==> src/rtl/kernel_pkg.sv <==
// Shared definitions for the Gaussian kernel generator: array size default,
// FSM state encoding and the offline-generated weight table.
package kernel_pkg;

  localparam int MAX_KERNAL_DEF = 7;
  localparam int D2_MAX         = 18;
  localparam int D2W            = 5;

  typedef enum logic [1:0] {
    ST_IDLE = 2'd0,
    ST_FILL = 2'd1,
    ST_DONE = 2'd2
  } state_t;

  // round(255 * exp(-d2 / (2*s^2))), half up; row 0 is the delta kernel.
  localparam logic [7:0] WEIGHT_TAB [8][D2_MAX+1] = '{
    '{8'd255, 8'd0,   8'd0,   8'd0,   8'd0,   8'd0,   8'd0,   8'd0,   8'd0,   8'd0,
      8'd0,   8'd0,   8'd0,   8'd0,   8'd0,   8'd0,   8'd0,   8'd0,   8'd0},
    '{8'd255, 8'd155, 8'd94,  8'd57,  8'd35,  8'd21,  8'd13,  8'd8,   8'd5,   8'd3,
      8'd2,   8'd1,   8'd1,   8'd0,   8'd0,   8'd0,   8'd0,   8'd0,   8'd0},
    '{8'd255, 8'd225, 8'd199, 8'd175, 8'd155, 8'd136, 8'd120, 8'd106, 8'd94,  8'd83,
      8'd73,  8'd64,  8'd57,  8'd50,  8'd44,  8'd39,  8'd35,  8'd30,  8'd27},
    '{8'd255, 8'd241, 8'd228, 8'd216, 8'd204, 8'd193, 8'd183, 8'd173, 8'd164, 8'd155,
      8'd146, 8'd138, 8'd131, 8'd124, 8'd117, 8'd111, 8'd105, 8'd99,  8'd94},
    '{8'd255, 8'd247, 8'd240, 8'd232, 8'd225, 8'd218, 8'd211, 8'd205, 8'd199, 8'd192,
      8'd187, 8'd181, 8'd175, 8'd170, 8'd165, 8'd160, 8'd155, 8'd150, 8'd145},
    '{8'd255, 8'd250, 8'd245, 8'd240, 8'd235, 8'd231, 8'd226, 8'd222, 8'd217, 8'd213,
      8'd209, 8'd205, 8'd201, 8'd197, 8'd193, 8'd189, 8'd185, 8'd182, 8'd178},
    '{8'd255, 8'd251, 8'd248, 8'd245, 8'd241, 8'd238, 8'd235, 8'd231, 8'd228, 8'd225,
      8'd222, 8'd219, 8'd216, 8'd213, 8'd210, 8'd207, 8'd204, 8'd201, 8'd199},
    '{8'd255, 8'd252, 8'd250, 8'd247, 8'd245, 8'd242, 8'd240, 8'd237, 8'd235, 8'd233,
      8'd230, 8'd228, 8'd226, 8'd223, 8'd221, 8'd219, 8'd217, 8'd214, 8'd212}
  };

  // Squared distances beyond the table cannot occur for a 7x7 array; return 0.
  function automatic logic [7:0] gauss_weight(input logic [2:0] sigma,
                                              input logic [D2W-1:0] d2);
    logic [7:0] w;
    w = 8'd0;
    if (d2 <= D2W'(D2_MAX)) w = WEIGHT_TAB[sigma][d2];
    return w;
  endfunction

endpackage

==> src/rtl/init_kernel_rom.sv <==
// Combinational (sigma, squared distance) -> 8-bit Gaussian weight lookup.
module gauss_weight_rom
  import kernel_pkg::*;
(
  input  logic [2:0]     i_sigma,
  input  logic [D2W-1:0] i_d2,
  output logic [7:0]     o_weight
);

  assign o_weight = gauss_weight(i_sigma, i_d2);

endmodule

==> src/rtl/init_kernel.sv <==
// Sequential 2-D Gaussian kernel builder: one weight per cycle, row-major,
// centred in a MAX_KERNAL x MAX_KERNAL array, with a running weight sum.
//
//   state   | meaning
//   --------+-----------------------------------------------------
//   IDLE    | after reset, waiting for start
//   FILL    | writing one element per cycle, row-major
//   DONE    | kernel and sum complete and held, done=1
module init_kernel
  import kernel_pkg::*;
#(
  parameter int MAX_KERNAL = MAX_KERNAL_DEF
) (
  input  logic                                          clk,
  input  logic                                          n_rst,
  input  logic                                          start,
  input  logic [2:0]                                    sigma,
  input  logic [$clog2(MAX_KERNAL)-1:0]                 kernel_size,
  output logic [MAX_KERNAL-1:0][MAX_KERNAL-1:0][7:0]    kernel,
  output logic [63:0]                                   sum,
  output logic                                          done
);

  localparam int KW  = $clog2(MAX_KERNAL);
  localparam int SQW = 2 * KW + 1;
  localparam logic [KW-1:0] C_IDX    = KW'((MAX_KERNAL - 1) / 2);
  localparam logic [KW-1:0] LAST_IDX = KW'(MAX_KERNAL - 1);

  state_t         r_state;
  state_t         w_state_nxt;
  logic           w_load;
  logic           w_write;

  logic [KW-1:0]  r_row;
  logic [KW-1:0]  r_col;
  logic [2:0]     r_sigma;
  logic [KW-1:0]  r_half;

  int             w_keff;
  logic [KW-1:0]  w_half;
  logic [KW-1:0]  w_adx;
  logic [KW-1:0]  w_ady;
  logic [SQW-1:0] w_d2_full;
  logic [D2W-1:0] w_d2;
  logic [7:0]     w_rom;
  logic [7:0]     w_weight;
  logic           w_in_win;

  // Half-width of the requested window: even sizes round down, 0 means 1.
  always_comb begin
    w_keff = int'(kernel_size);
    if (w_keff == 0) w_keff = 1;
    else if ((w_keff % 2) == 0) w_keff = w_keff - 1;
    if (w_keff > MAX_KERNAL) w_keff = MAX_KERNAL;
    w_half = KW'((w_keff - 1) / 2);
  end

  assign w_adx     = (r_row >= C_IDX) ? (r_row - C_IDX) : (C_IDX - r_row);
  assign w_ady     = (r_col >= C_IDX) ? (r_col - C_IDX) : (C_IDX - r_col);
  assign w_d2_full = SQW'(w_adx) * SQW'(w_adx) + SQW'(w_ady) * SQW'(w_ady);
  assign w_d2      = D2W'(w_d2_full);
  assign w_in_win  = (w_adx <= r_half) && (w_ady <= r_half);

  gauss_weight_rom u_rom (
    .i_sigma  (r_sigma),
    .i_d2     (w_d2),
    .o_weight (w_rom)
  );

  assign w_weight = w_in_win ? w_rom : 8'd0;
  assign done     = (r_state == ST_DONE);

  // State register.
  always_ff @(posedge clk or posedge n_rst) begin
    if (n_rst) r_state <= ST_IDLE;
    else       r_state <= w_state_nxt;
  end

  // Next state and datapath strobes; start is only honoured outside FILL.
  always_comb begin
    w_state_nxt = r_state;
    w_load      = 1'b0;
    w_write     = 1'b0;
    case (r_state)
      ST_IDLE, ST_DONE: begin
        if (start) begin
          w_load      = 1'b1;
          w_state_nxt = ST_FILL;
        end
      end
      ST_FILL: begin
        w_write = 1'b1;
        if ((r_row == LAST_IDX) && (r_col == LAST_IDX)) w_state_nxt = ST_DONE;
      end
      default: w_state_nxt = ST_IDLE;
    endcase
  end

  // Latch parameters on start, then write one weight and accumulate per cycle.
  always_ff @(posedge clk or posedge n_rst) begin
    if (n_rst) begin
      kernel  <= '0;
      sum     <= 64'd0;
      r_row   <= '0;
      r_col   <= '0;
      r_sigma <= 3'd0;
      r_half  <= '0;
    end else if (w_load) begin
      kernel  <= '0;
      sum     <= 64'd0;
      r_row   <= '0;
      r_col   <= '0;
      r_sigma <= sigma;
      r_half  <= w_half;
    end else if (w_write) begin
      kernel[r_row][r_col] <= w_weight;
      sum                  <= sum + 64'(w_weight);
      if (r_col == LAST_IDX) begin
        r_col <= '0;
        r_row <= (r_row == LAST_IDX) ? '0 : r_row + 1'b1;
      end else begin
        r_col <= r_col + 1'b1;
      end
    end
  end

endmodule

==> config.mk <==
export PLATFORM = sky130hd
export DESIGN_NAME = init_kernel
export DESIGN_NICKNAME = d
export VERILOG_FILES = /design/src/rtl/kernel_pkg.sv /design/src/rtl/init_kernel_rom.sv /design/src/rtl/init_kernel.sv
export SDC_FILE = /design/constraint.sdc
export NUM_CORES = 1
export LEC_CHECK = 0
export CAP_MARGIN = 20
export CORE_UTILIZATION = 55
export CTS_CLUSTER_SIZE = 8
export DETAILED_ROUTE_END_ITERATION = 12
export GPL_TIMING_DRIVEN = 0
export PLACE_DENSITY = 0.86
export SLEW_MARGIN = 20
export SYNTH_ARGS = -nofsm -noshare
export SYNTH_HDL_FRONTEND = slang
export SYNTH_HIERARCHICAL = 1
export SYNTH_SLANG_ARGS = --single-unit
==> constraint.sdc <==
create_clock -name clk -period 33.9 [get_ports clk]
set_input_delay 5.085 -clock clk [delete_from_list [all_inputs] [get_ports clk]]
set_output_delay 5.085 -clock clk [all_outputs]
set_load 0.03 [all_outputs]
==> summary.txt <==
Run status
  – Status: completed

Power
  – Leak: 12.0 nW
  – Worst IR Drop VDD: 116 uV
  – Total Power Consumption: 3.53 mW
  – Power Density: 124 mW/mm^2

Detailed routing
  – Residual DRC: 0
  – Routed Antenna Nets: 0
  – Total Wirelength: 81.7 mm
  – Pre-antenna DRT Iters: 9
  – Via count: 21,100
  – Via density: 6.57
  – Wire per inst: 25.5 um
  – Initial DRC count: 2,488

Clocking
  – Clk slew on worst S/H paths: around 0.050 ns
  – Root buffer cell: clkbuf_16
  – Hold Buf Count CTS: 0
  – Num CTS Buffers: 68
  – CTS tree: done
  – Clock sink total: 470
  – Clock Tree Buf Depth: 3
  – Max H-tree Level: 3
  – Post-CTS sizing: 0
  – Clk_lat worst skew: 0.59 ns
  – Number of post-CTS setup repair buffers: 0

Placed design
  – Setup WS pre-CTS: 26.08 ns
  – Placed inst area: approximately 0.026 mm^2
  – Port Buffers: between 400 and 500
  – Placer congestion estimate: 0.970
  – HPWL after DPL: 56.2 mm

Die
  – Core ar.: roughly 0.038 mm^2
  – Initial core utilization: 0.557
  – Io pins: ~470
  – Die area: around 0.039 mm^2
  – Die height: roughly 200 um
  – Die X: 197 um
  – Row count: just over 70

Logic synthesis
  – Area leader, netlist: dfrtp_1
  – Mapped Cells: 2,139
  – Seq/Total Area, Yosys: 0.562
  – Most frequent cell after synthesis: dfrtp_1
  – Synth cell count leaders: 470 x dfrtp_1, 433 x nand3_1, 430 x o21ai_0
  – Syn_nets: 2,193
  – Yosys top cell area share: 0.562
  – Synth area leaders: dfrtp_1 56%, nand3_1 10%, o21ai_0 10%
  – Fraction of registers with async set/reset: 1.00
  – Mapped Area: 0.0209 mm^2
  – Yosys cell types: 81
  – Ys flop type: dfrtp_1
  – Mapped Avg Cell Area: 9.78 um^2
  – Flops & latches, synth: between 400 and 500
  – Warnings, synthesis: 6
  – EDFF count, synth: 0

Layout
  – Util after Layout: 0.754
  – Fraction of layout instances using a drive strength above 1: 0.0586
  – Synth-to-layout area growth: 35.4%
  – Antenna diode instance count: 0
  – Final instance area: 0.0283 mm^2
  – Layout Nets: 2,743

Timing
  – Final hold vios: 0
  – Clock skew: around 0.018 ns
  – RSZ-0062 raised after global routing: no
  – Least-Margin Pin Slew: 1.04 ns
  – Crit share post-route: 0.228
  – Crit path time final: 7.74 ns
  – Setup Total Neg Slack: 0 ns
  – Post-route setup slack: 26.16 ns
  – Final Max Slew Viols: 0
  – Achievable frequency: 0.129 GHz
  – Setup-failing EPs final: 0
  – Worst slew margin: 0.302

Critical path
  – R2R Path Start: r_row[0]
  – Crit-path max FO: 10
  – CP Capture Type: register
  – Setup Crit Path Kind: register to register
  – Critical Path Start Type: register
  – R2r worst-path depth: 26
  – FF-to-FF End: sum[49]
  – R2R setup slack: 26.16 ns
  – Worst EP arrival: about 8.3 ns
  – CP required: around 34 ns

Flow run
  – Max-cap viol count: 0

Global route
  – Antenna violations before repair: 0
  – Vias in the first global route: 20,500
  – First-pass GRT wire length: 123 mm
  – Pin count of the biggest net entering global routing: 113
  – GRT overflow: 0
  – Total Routing Usage GR: 0.416

Min path
  – Hold WC Path Type: register to register
  – Worst hold path cell count: 2
  – Min-delay src: r_half[1]
  – Sink of the worst hold path: r_half[1]
how the worst max path moves through the flow:
| stage | startpoint | depth (start not counted) | slack [ns] | to |
|---|---|---|---|---|
| finish | r_row[0] | 26 | 26.16 | sum[49] |
| global route | r_row[0] | 26 | 25.90 | sum[49] |
| CTS | r_row[0] | 26 | 26.37 | sum[49] |
| detailed placement | start | 8 | 26.08 | kernel[293] |
| global placement | n_rst | 2 | 11.15 | kernel[316] |
| floorplan | n_rst | 1 | 15.71 | kernel[0] |
report_power, final:
group / internal, mW / switching (mW)
Clock: 0.363 / 0.247
Combinational: 0.610 / 1.50
Sequential: 0.700 / 0.109
cells in the final DEF, fill, tap and decap left out, drive strengths merged, types with 11 or more instances in the layout:
master / synthesis / layout
dfrtp: 470 / 470
clkdlybuf4s50: 0 / 465
o21ai: 450 / 450
nand3: 434 / 434
clkbuf: 126 / 197
nand2: 139 / 139
buf: 58 / 73
ha: 43 / 43
nor2: 40 / 40
inv: 36 / 40
a21oi: 33 / 33
nor3: 29 / 29
nand2b: 21 / 21
nand4: 19 / 19
o31ai: 17 / 17
mux2i: 17 / 17
o211ai: 16 / 16
nor2b: 14 / 14
xnor2: 13 / 13
a31oi: 12 / 12
and3: 11 / 11
or3: 11 / 11
o311ai: 11 / 11
worst max-delay path, cell delays in order (launching register included):
cell and delay, ns:
dfrtp_1 0.39, buf_2 0.25, inv_1 0.18, ha_1 0.35, o32a_1 0.23, inv_1 0.07
ha_1 0.20, o21bai_1 0.18, fa_1 0.49, ha_1 0.39, nor2_1 0.52, and3_1 0.25
clkbuf_1 0.42, o211a_1 0.25, o221a_2 0.18, nand2_1 0.22, clkbuf_1 0.39, inv_1 0.13
ha_1 0.31, a21o_1 0.24, a221o_1 0.33, o21ai_1 0.57, or2_1 0.18, buf_2 0.20
clkbuf_1 0.40, o31ai_1 0.15, a21oi_1 0.15
sequential cells by signal, indices dropped and copies added (netlist names):
register / flops
r_col: 3
r_row: 3
r_half: 3
sum: 64
r_state: 2
r_sigma: 3
kernel: 392
area by class of cell:
| type | count | area, um^2 |
|---|---|---|
| multi-input combinational | 1449 | 8310 |
| inverter | 36 | 143 |
| sequential | 470 | 11800 |
| fill | 2470 | 9240 |
| timing repair buffer | 480 | 4860 |
| buffer | 184 | 785 |
| clock buffer | 71 | 1730 |
| clock inverter | 6 | 104 |
| tap | 511 | 639 |
cells by family after synthesis:
kind of cell,after synthesis,synth area share
simple gates,750,0.179
xor+xnor,19,0.00795
fa+ha+maj,45,0.0276
buf+inv,220,0.0440
mux,23,0.0126
flops,470,0.562
compound gates,612,0.167
routing by layer:
metal	routed length (um)	part of all wire	GRT usage	vias to the layer above
li1	-	-	-	8817
met1	29600	0.36	0.520	10300
met2	37000	0.45	0.642	1544
met3	9170	0.11	0.111	368
met4	5860	0.072	0.267	0
met5	0	0	0	-
stage by stage:
| stage | instances | hold WS (ns) |
|---|---|---|
| 6_report | 3207 | 0.499 |
| 5_1_grt | 3207 | 0.521 |
| 4_1_cts | 3207 | 0.497 |
| 3_5_place_dp | 3130 | 0.486 |
| 3_3_place_gp | 3115 | 0.466 |
| 2_1_floorplan | 2139 | 0.450 |
No activity file was read; power rests on OpenSTA's default activity.
